**config.mk**
```make
export PLATFORM = sky130hd
export DESIGN_NAME = fios_res_collector
export DESIGN_NICKNAME = d
export VERILOG_FILES = /design/src/rtl/fios_res_collector.sv
export SDC_FILE = /design/constraint.sdc
export NUM_CORES = 1
export LEC_CHECK = 0
export CAP_MARGIN = 5
export CORE_UTILIZATION = 43
export DETAILED_ROUTE_END_ITERATION = 12
export GPL_TIMING_DRIVEN = 0
export PLACE_DENSITY_LB_ADDON = 0.2
export SLEW_MARGIN = 5
export SYNTH_ARGS = -nofsm -noshare
export SYNTH_HDL_FRONTEND = slang
export SYNTH_SLANG_ARGS = --single-unit
```
**constraint.sdc**
```tcl
create_clock -name clock_i -period 5.7 [get_ports clock_i]
set_input_delay 0.57 -clock clock_i [delete_from_list [all_inputs] [get_ports clock_i]]
set_output_delay 0.57 -clock clock_i [all_outputs]
set_load 0.01 [all_outputs]
```
**src/rtl/fios_res_collector.sv**
```systemverilog
// Gathers s WORD_W-bit FIOS result limbs (LSB first) into one s*WORD_W result; `FIOS_RES_FINAL_SUB_EN adds serial final subtraction of p.
// Latency: res_valid_o rises the cycle after the edge capturing the last limb; res_o is valid in that same cycle.
// Backpressure: result held until res_ready_i; a limb arriving while full is dropped and sets sticky overflow_o.
module fios_res_collector #(
   parameter int s      = 8,
   parameter int WORD_W = 17
) (
   input  logic                      clock_i,
   input  logic                      reset_n_i,
   input  logic                      word_valid_i,
   input  logic [WORD_W-1:0]         word_i,
   input  logic [s*WORD_W-1:0]       p_i,
   output logic [s*WORD_W-1:0]       res_o,
   output logic                      res_valid_o,
   input  logic                      res_ready_i,
   output logic                      busy_o,
   output logic                      overflow_o,
   output logic [$clog2(s+1)-1:0]    word_cnt_o
);

   localparam int CNT_W = $clog2(s+1);
   localparam int IDX_W = (s > 1) ? $clog2(s) : 1;
   localparam logic [CNT_W-1:0] LAST_CNT = CNT_W'(s-1);

   localparam logic [1:0] ST_IDLE    = 2'd0;
   localparam logic [1:0] ST_COLLECT = 2'd1;
   localparam logic [1:0] ST_FULL    = 2'd2;

   logic [1:0]        state_q, state_nxt;
   logic [CNT_W-1:0]  cnt_q, cnt_nxt;
   logic              overflow_q, overflow_set;
   logic [WORD_W-1:0] raw_q [s];

   logic              accept;
   logic              first_limb;
   logic [IDX_W-1:0]  wr_idx;

   // A limb accepted outside COLLECT is always limb 0 of a new result.
   assign first_limb = (state_q != ST_COLLECT);
   assign wr_idx     = first_limb ? '0 : cnt_q[IDX_W-1:0];
   assign accept     = word_valid_i &&
                       ((state_q == ST_IDLE) || (state_q == ST_COLLECT) ||
                        ((state_q == ST_FULL) && res_ready_i));

   always_comb begin
      state_nxt    = state_q;
      cnt_nxt      = cnt_q;
      overflow_set = 1'b0;
      case (state_q)
         ST_IDLE: begin
            if (word_valid_i) begin
               cnt_nxt   = CNT_W'(1);
               state_nxt = (s == 1) ? ST_FULL : ST_COLLECT;
            end
         end
         ST_COLLECT: begin
            if (word_valid_i) begin
               cnt_nxt = cnt_q + CNT_W'(1);
               if (cnt_q == LAST_CNT) begin
                  state_nxt = ST_FULL;
               end
            end
         end
         ST_FULL: begin
            if (res_ready_i) begin
               if (word_valid_i) begin
                  cnt_nxt   = CNT_W'(1);
                  state_nxt = (s == 1) ? ST_FULL : ST_COLLECT;
               end else begin
                  cnt_nxt   = '0;
                  state_nxt = ST_IDLE;
               end
            end else if (word_valid_i) begin
               overflow_set = 1'b1;
            end
         end
         default: begin
            cnt_nxt   = '0;
            state_nxt = ST_IDLE;
         end
      endcase
   end

   always_ff @(posedge clock_i) begin
      if (!reset_n_i) begin
         state_q    <= ST_IDLE;
         cnt_q      <= '0;
         overflow_q <= 1'b0;
         for (int k = 0; k < s; k++) begin
            raw_q[k] <= '0;
         end
      end else begin
         state_q <= state_nxt;
         cnt_q   <= cnt_nxt;
         if (overflow_set) begin
            overflow_q <= 1'b1;
         end
         if (accept) begin
            raw_q[wr_idx] <= word_i;
         end
      end
   end

`ifdef FIOS_RES_FINAL_SUB_EN
   logic [WORD_W-1:0] diff_q [s];
   logic [WORD_W-1:0] p_limb [s];
   logic              borrow_q;
   logic              sel_q;
   logic              borrow_in;
   logic              last_limb;
   logic [WORD_W:0]   diff_full;

   for (genvar k = 0; k < s; k++) begin : g_p_limb
      assign p_limb[k] = p_i[k*WORD_W +: WORD_W];
   end

   assign borrow_in = first_limb ? 1'b0 : borrow_q;
   assign last_limb = (wr_idx == IDX_W'(s-1));
   assign diff_full = {1'b0, word_i} - {1'b0, p_limb[wr_idx]} - {{WORD_W{1'b0}}, borrow_in};

   // A final borrow means RES < p, so the raw limbs are already reduced.
   always_ff @(posedge clock_i) begin
      if (!reset_n_i) begin
         borrow_q <= 1'b0;
         sel_q    <= 1'b0;
         for (int k = 0; k < s; k++) begin
            diff_q[k] <= '0;
         end
      end else if (accept) begin
         diff_q[wr_idx] <= diff_full[WORD_W-1:0];
         borrow_q       <= diff_full[WORD_W];
         if (last_limb) begin
            sel_q <= diff_full[WORD_W];
         end
      end
   end

   for (genvar k = 0; k < s; k++) begin : g_res
      assign res_o[k*WORD_W +: WORD_W] = sel_q ? raw_q[k] : diff_q[k];
   end
`else
   logic unused_p;
   assign unused_p = ^p_i;

   for (genvar k = 0; k < s; k++) begin : g_res
      assign res_o[k*WORD_W +: WORD_W] = raw_q[k];
   end
`endif

   assign res_valid_o = (state_q == ST_FULL);
   assign busy_o      = (state_q == ST_COLLECT);
   assign overflow_o  = overflow_q;
   assign word_cnt_o  = cnt_q;

endmodule

```
After elaboration in Yosys (flattened, before gate mapping)
Memories as Yosys holds them, arrays and structs flattened.
Index checks and enable logic that the tools add are counted.
- input bits: 157
- RAM bits: 136
- bits in registers: 7
- memories kept: 1
- memories (memory ; words ; bits a word ; rd ports ; clocked after memory_dff ; wr ports ; RTL line ; source):
    raw_q ; 8 ; 17 ; 8 ; 0 ; 8 ; 32 ; logic [WORD_W-1:0] raw_q [s];
- $add $sub $neg: 1
- muxes and demuxes: 22
- reductions and logical operators: 8
- equality and inequality tests: 8
- operators by type and width (kind ; count):
    2-to-1 mux 17 bit ; 1
    OR reduction 17 bit ; 1
    2-to-1 mux 4 bit ; 3
    case mux 4 bit (3 select lines) ; 1
    2-to-1 mux 1 bit ; 10
    2-to-1 mux 2 bit ; 4
    2-to-1 mux 3 bit ; 2
    inequality test 2 x 1 -> 1 bit, second input constant ; 3
    case mux 2 bit (3 select lines) ; 1
    adder 4 x 1 -> 4 bit, second input constant ; 1
    == test 4 x 3 -> 1 bit, second input constant ; 1
    inequality test 2 bit, second input constant ; 2
    AND reduction 4 bit ; 1
    AND reduction 3 bit ; 1
    == test 2 x 1 -> 1 bit, second input constant ; 1
    == test 2 bit, second input constant ; 1
    logical AND 1 bit ; 2
    zero test 2 bit ; 1
    logical OR 1 bit ; 2

Depth between registers and ports, before layout
Gate-level depths: netlist (run 1).
- word-level depth: 9
- gate-level depth with buffers: 7

Worst setup path after synthesis (run 1)
OpenSTA, ideal clock, no wires.
- kind: reg-to-reg
- start: register state_q[0]
- end: memory raw_q[1][0] (enable)
- clock period less this slack: 2713 ps
- library setup time: 415 ps
- cell stages (with the launch flop): 6
- data arrival time: 2298 ps
- slack: 2987 ps
- data required time: 5285 ps
- path buffers: 2
- cells stage by stage: dfxtp_1 buf_6 nor2b_1 buf_2 nand3_2 o21ai_0
- RTL lines (item ; RTL line ; source):
    from (decl) ; 29 ; logic [1:0] state_q, state_nxt;
    from (signal assigned) ; 93 ; state_q <= state_nxt;
    to (decl) ; 32 ;

==> flow_summary.yaml, run 1 <==
timing:
  setup-tns-final_ns: 0
  period_share: 0.498
  grt_setup_unrepaired: "no"
  setup_viol: 0
  finClkSkew_ns: 0.00372
  max_slew_margin: 0.392
  min_period_ns: 2.84
  finalHoldViolCount: 0
  report.final.slew_viol_count: 0
  worst_slew_pin_slew_ns: 0.912
  fmax_ghz: 0.352
place:
  dp_hpwl_mm: 9.64
  port_buffers: 163
  globalplace.congestion: 0.815
yosys:
  yosysMostFrequentCell: "edfxtp_1"
  ys_types: 38
  syn_avg_cell_area_sq_um: 15.5
  ys_seq_area_frac: 0.731
  synth.area.top_cells: "edfxtp_1 (71%), and2_1 (11%), nor3_1 (3.0%)"
  synth_warnings: 0
  synthFlopType: "edfxtp_1"
  yosys_register_bits: 143
  yosys.area.top_type_share: 0.706
  synthCells: 373
  yosys.area.top_type: "edfxtp_1"
  synthArstFlopShare: 0
  synth_edf_count: 136
  syn_area_sq_um: 5780
  synth_common_cells: "edfxtp_1 (136), and2_1 (102), nor3_1 (35)"
  synth_fp_nets: 531
floorplanning:
  initial_utilization: 0.449
  fp-row-count: 41
  die-width_um: 118
  die_h_um: 118
  dieArea_sq_um: 13900
  num_io_pins: 300
  placeableCoreArea_sq_um: 12900
layout:
  fin_nets: 713
  n_antenna_cell: 0
  syn_to_final_growth_pct: 42.0
  layout-drive-gt1-share: 0.106
outcome:
  status: "completed"
worst_setup_path:
  crit_required_ns: 5.74
  worstPathArrival_ns: 2.87
  reg2reg_setup_slack_ns: 3.06
  worstSetupEndpointType: "flop"
  startpoint: "word_valid_i"
  crit_type: "in2reg"
  startpoint_type: "primary input"
  crit_path_end: "raw_q[7][14]"
  r2r-start: "word_cnt_o[0]"
  path_max_fanout: 17
  regToRegEndpoint: "raw_q[7][14]"
  ff2ff_path_depth: 4
routing:
  highest_layer: "met4"
  routed_wl_mm: 13.6
  met3_length_mm: 1.17
  m1WireLength_mm: 6.29
  met2_length_mm: 5.89
  drt_iter0_drc: 309
  via_per_inst: 4.96
  num_vias: 3669
  wire_per_inst_um: 18.4
  firstDrtPassIters: 5
  ant_nets: 0
  route.detailed.drc: 0
global_route:
  grt_pass1_vias: 3575
  grt_overflow: 0
  grt_pass1_wl_mm: 20.9
  grt_max_degree: 18
  antenna_found_initial: 0
  grt_usage: 0.206
clock_tree:
  post_cts_buffers: 0
  clk_latency_ns: 0.41
  clockRootBuffer: "clkbuf_16"
  cts_buffer_depth: 2
  htreeDepth: 4
  cts_resized: 0
  clock-sinks: 143
  cts_buffers: 17
  cts_tree: "yes"
  hold_buffers: 0
  clk_pin_slew_ns: 0.05
power_and_ir_drop:
  p_leak_nw: 3.03
  power.density_nw_per_um2: 305
  ir_drop_v: 0.000169
  fin_total_pwr_w: 0.00250
job:
  max_cap_violations: 0
min_path:
  hp-class: "reg2reg"
worst max-delay path, stage by stage:
cell and delay, ns:
clkdlybuf4s50_1 0.60, nand2_1 0.25, a2111oi_4 0.67, nand2b_1 0.77
report_power, final:
part / internal [W] / switching, W / leakage, nW / total (W)
logic: 0.0000959 / 0.000111 / 1.28 / 0.000207
registers: 0.00119 / 0.0000154 / 1.47 / 0.00121
clock network: 0.000679 / 0.000409 / 0.282 / 0.00109
final cells by class:
cell class              count  area, sq um
plain buffers              20          140
clock buffers              18          429
clock inverters            13          146
fillers                   944         4660
inverters                  19         71.3
multi-input cells         191         1350
flip-flops and latches    143         4220
well taps                 172          215
repair buffers            163         1630
state kept, by name, indices dropped and copies added (netlist names):
name and count:
raw_q 136, overflow_o 1, state_q 2, word_cnt_o 4
layout by cell type, fill, tap and decap left out, types with 4 or more instances in the layout:
cell type / count
clkdlybuf4s50_1: 163
edfxtp_1: 136
and2_1: 102
nor3_1: 35
inv_1: 19
clkbuf_16: 17
buf_2: 10
nor2_1: 7
dfxtp_1: 7
buf_6: 6
a2111oi_4: 6
nand2b_1: 6
clkinv_2: 4
metrics by stage:
step | worst slack (ns) | instances | util | cell area (sq um) | hold slack (ns)
2_1_floorplan | 2.99 | 373 | - | 5780 | 0.505
3_3_place_gp | 1.74 | 708 | 0.592 | 7630 | 0.461
3_5_place_dp | 2.43 | 708 | 0.593 | 7640 | 0.468
4_1_cts | 2.85 | 739 | 0.638 | 8210 | 0.481
5_1_grt | 2.71 | 739 | 0.638 | 8210 | 0.512
6_report | 2.86 | 739 | 0.638 | 8210 | 0.472
logic make-up after synthesis:
| group | Yosys count | share of synthesized area |
|---|---|---|
| buffers and inverters | 39 | 0.0366 |
| muxes | 1 | 0.00173 |
| xor gates and xnor gates | 1 | 0.00152 |
| DFF | 143 | 0.731 |
| adders and majority gates | 1 | 0.00216 |
| and+or+nand+nor | 167 | 0.180 |
| AOI/OAI and AO/OA | 21 | 0.0470 |
layer usage:
metal | global-route usage | vias up
li1 | - | 1702
met1 | 0.284 | 1776
met2 | 0.288 | 175
met3 | 0.0799 | 16
met4 | 0.0873 | 0
met5 | 0 | -
worst min path at each step:
| stage | from | to | slack [ns] | cells after the start |
|---|---|---|---|---|
| 5_1_grt | overflow_o | overflow_o | 0.51 | 2 |
| 6_report | overflow_o | overflow_o | 0.47 | 2 |
| 3_5_place_dp | overflow_o | overflow_o | 0.47 | 2 |
| 2_1_floorplan | overflow_o | overflow_o | 0.50 | 2 |
| 3_3_place_gp | overflow_o | overflow_o | 0.46 | 2 |
| 4_1_cts | overflow_o | overflow_o | 0.48 | 2 |
(Power assumes the default switching activity.)
==> run 2: changes to the inputs <==
--- a/config.mk
+++ b/config.mk
@@ -6,7 +6,7 @@
 export NUM_CORES = 1
 export LEC_CHECK = 0
 export CAP_MARGIN = 5
-export CORE_UTILIZATION = 43
+export CORE_UTILIZATION = 36
 export DETAILED_ROUTE_END_ITERATION = 12
 export GPL_TIMING_DRIVEN = 0
 export PLACE_DENSITY_LB_ADDON = 0.2
==> constraint.sdc (replaced) <==
create_clock -name clock_i -period 2.38 [get_ports clock_i]
set_input_delay 0.238 -clock clock_i [delete_from_list [all_inputs] [get_ports clock_i]]
set_output_delay 0.238 -clock clock_i [all_outputs]
set_load 0.01 [all_outputs]
==> run 2 against run 1 <==
Effect of this change:
- sequential share of layout area is 0.33 points lower
- critical path depth stayed put
- worst hold slack better by 0.0063 ns
- combinational power is 140% higher
- count of clock-buffer cells in the layout is 1 higher
- power is 130% higher
- critical endpoint is now raw_q[6][16]
- largest cell class unchanged
==> flow_summary.yaml, run 2 (synthesis gave the netlist of run 1 again) <==
layout:
  n_antenna_cell: 0
  syn_to_final_growth_pct: 43.0
  layoutNonFillerInstCount: 778
  final_cell_mix: "clkdlybuf4s50_1 (163), edfxtp_1 (136), and2_1 (102)"
  post-route-util: 0.536
  fillers: 1308
  final_common_cell: "clkdlybuf4s50_1"
  largest_reg_flops: 136
  fin_nets: 714
  layout-drive-gt1-share: 0.116
  largest-register: "raw_q"
outcome:
  status: "completed"
timing:
  max_slew_margin: 0.271
  period_share: 0.920
  report.final.slew_viol_count: 0
  worst_slew_pin_slew_ns: 1.09
  timing.hold.ws_ns: 0.478
  grt_setup_unrepaired: "no"
  min_period_ns: 2.19
  setup_viol: 0
  timing.final.ws_setup_ns: 0.192
  finalHoldViolCount: 0
  finClkSkew_ns: 0.00957
  fmax_ghz: 0.457
worst_setup_path:
  critPathSlowestCell: "a2111oi_4"
  regToRegEndpoint: "raw_q[6][16]"
  path_max_fanout: 17
  cpLargestDelayFamily: "compound AO/OA/AOI/OAI gates"
  crit_required_ns: 2.47
  worstSetupEndpointType: "flop"
  cpPeakStageDelay_ns: 0.68
  startpoint_type: "flop"
  ff2ff_path_depth: 4
  r2r-start: "word_cnt_o[0]"
  startpoint: "word_cnt_o[0]"
  crit_type: "reg2reg"
  cp_num_buf_inv: 1
  crit_cells: 4
  worstPathArrival_ns: 2.28
  worstPathCellList: "buf_2 -> nand2b_2 -> a2111oi_4 -> nand2b_4"
  crit_path_end: "raw_q[6][16]"
  reg2reg_setup_slack_ns: 0.19
global_route:
  grt_usage: 0.172
  antenna_found_initial: 0
  grt_pass1_wl_mm: 20.5
  grt_overflow: 0
  grt_pass1_vias: 3569
  grt_max_degree: 18
routing:
  drt_iter0_drc: 175
  route.detailed.drc: 0
  ant_nets: 0
  routed_wl_mm: 13.6
  wire_per_inst_um: 17.4
  firstDrtPassIters: 4
  num_vias: 3575
  via_per_inst: 4.60
job:
  max_cap_violations: 0
floorplanning:
  placeableCoreArea_sq_um: 15400
  num_io_pins: 300
  die_h_um: 129
  die-width_um: 129
  dieArea_sq_um: 16600
  fp-row-count: 45
  initial_utilization: 0.375
place:
  place_ws_ns: -0.513
  dp_hpwl_mm: 9.99
  place_inst: 747
  globalplace.congestion: 0.826
  port_buffers: 163
clock_tree:
  clk_latency_ns: 0.42
  clk_pin_slew_ns: 0.06
  clock-sinks: 143
  cts_tree: "yes"
  clockRootBuffer: "clkbuf_16"
  htreeDepth: 4
  cts_buffer_depth: 2
  cts_buffers: 17
  hold_buffers: 0
power_and_ir_drop:
  power.density_nw_per_um2: 698
  p_leak_nw: 3.01
  fin_total_pwr_w: 0.00577
  ir_drop_v: 0.000412
min_path:
  holdPathStages: 2
  hp-class: "reg2reg"
-- run 2: area by class of cell --
cell class                      count  area (sq um)  area share
Clock buffer                       19           433      0.0524
Buffer                             20           140      0.0170
Timing Repair Buffer              164          1640       0.198
Inverter                           19          71.3     0.00863
Tap cell                          211           264      0.0319
Sequential cell                   143          4220       0.511
Clock inverter                     11          92.6      0.0112
Multi-Input combinational cell    191          1400       0.170
-- run 2: what timing repair did --
item                                    CTS  global route
resized for setup                         6             6
pin swaps                                 0             1
setup buffers                             0             1
endpoints found under the setup margin  102            97
-- run 2: worst min-delay path: cells and delay by family (launching register included) --
kind,cells,cell delay (ns)
flip-flops,1,0.33
AND/OR/NAND/NOR,1,0.07
AO/OA/AOI/OAI,1,0.04
-- run 2: through the flow --
stage	setup TNS, ns	instance area, sq um
2_1_floorplan	0	5780
3_3_place_gp	-58.49	7680
3_5_place_dp	-48.74	7680
4_1_cts	0	8230
5_1_grt	0	8270
6_report	0	8270
-- run 2: power breakdown --
part | total [W] | switching (W) | internal, W
Clock | 0.00239 | 0.000971 | 0.00141
Sequential | 0.00289 | 0.0000368 | 0.00285
Combinational | 0.000498 | 0.000264 | 0.000233
Total | 0.00577 | 0.00127 | 0.00450
-- run 2: worst min-delay path by stage --
stage | endpoint | from | slack [ns]
final | overflow_o | overflow_o | 0.48
after floorplan | raw_q[2][0] | word_i[0] | 0.44
after global routing | overflow_o | overflow_o | 0.51
after CTS | overflow_o | overflow_o | 0.48
after detailed placement | overflow_o | overflow_o | 0.47
after global placement | overflow_o | overflow_o | 0.46
-- run 2: layer usage --
metal	vias to the layer above	GRT usage	wire length, um
met5	-	0	0
met1	1690	0.232	6270
met2	159	0.243	5750
met4	0	0.0768	236
li1	1706	-	-
met3	20	0.0699	1290
==> run 3: changes to the inputs <==
--- a/config.mk
+++ b/config.mk
@@ -14,3 +14,4 @@
 export SYNTH_ARGS = -nofsm -noshare
 export SYNTH_HDL_FRONTEND = slang
 export SYNTH_SLANG_ARGS = --single-unit
+export TNS_END_PERCENT = 5
==> run 3 against run 2 <==
Effect of this change:
- worst setup slack worse by 0.047 ns
- power up 3.2%
- critical path depth is the same
- first-iteration DRC count grew 5.1%
- non-clock buffer count unchanged
- clock skew is 0.0013 ns lower
- routed wire length rose by 1.4%
- largest cell class unchanged
- global-route usage grew 0.11 points
- flip-flop and latch count is the same
- sequential power about the same
- count of clock-buffer cells in the layout down 2
==> flow_summary.yaml, run 3 (synthesis gave the netlist of run 1 again) <==
outcome:
  status: "completed"
routing:
  via_per_inst: 4.56
  ant_nets: 0
  drt_iter0_drc: 184
  num_vias: 3555
  route.detailed.drc: 0
  routed_wl_mm: 13.7
  firstDrtPassIters: 4
  wire_per_inst_um: 17.6
worst_setup_path:
  path_max_fanout: 17
  worstPathArrival_ns: 2.32
  crit_type: "reg2reg"
  cp_num_buf_inv: 1
  cpPeakStageDelay_ns: 0.68
  worstSetupEndpointType: "flop"
  critPathSlowestCell: "a2111oi_4"
  cpLargestDelayFamily: "compound AO/OA/AOI/OAI gates"
  worstPathCellList: "buf_2 -> nand2_1 -> a2111oi_4 -> nand2b_4"
  startpoint_type: "flop"
  crit_required_ns: 2.47
global_route:
  antenna_found_initial: 0
  grt_max_degree: 18
  grt_pass1_wl_mm: 20.7
  grt_overflow: 0
  grt_usage: 0.173
  grt_pass1_vias: 3513
layout:
  fillers: 1270
  syn_to_final_growth_pct: 44.0
  final_common_cell: "clkdlybuf4s50_1"
  largest_reg_flops: 136
  layout-drive-gt1-share: 0.127
  largest-register: "raw_q"
  post-route-util: 0.540
  fin_nets: 714
  fin_area_sq_um: 8330
  layoutNonFillerInstCount: 780
  final_cell_mix: "clkdlybuf4s50_1 (163), edfxtp_1 (136), and2_1 (102)"
  n_antenna_cell: 0
timing:
  report.final.slew_viol_count: 0
  timing.final.ws_setup_ns: 0.145
  worst_slew_pin_slew_ns: 1.03
  grt_setup_unrepaired: "no"
  finClkSkew_ns: 0.00825
  min_period_ns: 2.24
  setup_viol: 0
  period_share: 0.939
  fmax_ghz: 0.447
  finalHoldViolCount: 0
  max_slew_margin: 0.310
place:
  globalplace.congestion: 0.832
  dp_hpwl_mm: 10.1
  place_ws_ns: -0.684
  place_inst: 748
  port_buffers: 163
  placed_cell_area_sq_um: 7700
clock_tree:
  clockRootBuffer: "clkbuf_16"
  htreeDepth: 4
  clock-sinks: 143
  hold_buffers: 0
  clk_pin_slew_ns: 0.06
  cts_buffer_depth: 2
  cts_buffers: 17
  post_cts_buffers: 0
  cts_tree: "yes"
  cts_resized: 8
  clk_latency_ns: 0.41
floorplanning:
  initial_utilization: 0.375
  die-width_um: 129
  placeableCoreArea_sq_um: 15400
  fp-row-count: 45
  num_io_pins: 300
  dieArea_sq_um: 16600
  die_h_um: 129
power_and_ir_drop:
  power.switching_w: 0.00140
  combPwrFrac: 0.085
  switching_share: 0.235
  clockPowerShare: 0.430
  power.density_nw_per_um2: 716
  cellInternalPower_w: 0.00456
  p_seq_frac: 0.484
  ir_drop_v: 0.000427
  p_leak_nw: 3.03
job:
  max_cap_violations: 0
min_path:
  hp-class: "reg2reg"
-- run 3: changes by cell type in the layout (fill, tap and decap cells not counted), sizes merged --
| cell | before | now |
|---|---|---|
| clkbuf | 21 | 19 |
| clkinvlp | 3 | 4 |
| clkinv | 5 | 4 |
| inv | 21 | 25 |
-- run 3: worst min-delay path: cells and delay by family (launching register included) --
family | cells | cell delay [ns]
compound gates | 1 | 0.04
flops | 1 | 0.32
simple gates | 1 | 0.07
-- run 3: power by group through the flow --
stage | registers [W] | logic [W] | clock network (W)
detailed placement | 0.00294 | 0.000501 | 0
global placement | 0.00294 | 0.000491 | 0
finish | 0.00289 | 0.000508 | 0.00256
global route | 0.00290 | 0.000542 | 0.00270
CTS | 0.00289 | 0.000508 | 0.00261
floorplan | 0.00299 | 0.000129 | 0
-- run 3: path summary, 6_finish.rpt --
kind / depth (start not counted) / slack, ns / to / start
min reg2reg: 2 / 0.48 / overflow_o / overflow_o
min: 2 / 0.48 / overflow_o / overflow_o
max reg2reg: 4 / 0.14 / raw_q[7][4] / word_cnt_o[0]
max: 4 / 0.14 / raw_q[7][4] / word_cnt_o[0]
-- run 3: area by class of cell --
cell class              count  area (sq um)  area share
plain buffers              20           140      0.0168
well taps                 211           264      0.0317
repair buffers            164          1640       0.197
multi-input cells         191          1410       0.169
clock buffers              17           425      0.0511
clock inverters            15           153      0.0183
inverters                  19          71.3     0.00856
flip-flops and latches    143          4230       0.507
-- run 3: routing by layer --
layer	track usage	part of all wire	vias up
met5	0	0	-
met4	0.0692	0.016	0
met3	0.0632	0.083	14
met2	0.250	0.43	140
met1	0.237	0.47	1697
li1	-	-	1704
-- run 3: per-stage QoR --
step	TNS, ns	total power (W)	hold slack (ns)
3_5_place_dp	-52.42	0.00344	0.468
6_report	0	0.00596	0.476
5_1_grt	0	0.00614	0.509
3_3_place_gp	-76.86	0.00343	0.457
4_1_cts	0	0.00600	0.481
2_1_floorplan	-5.50	0.00312	0.436
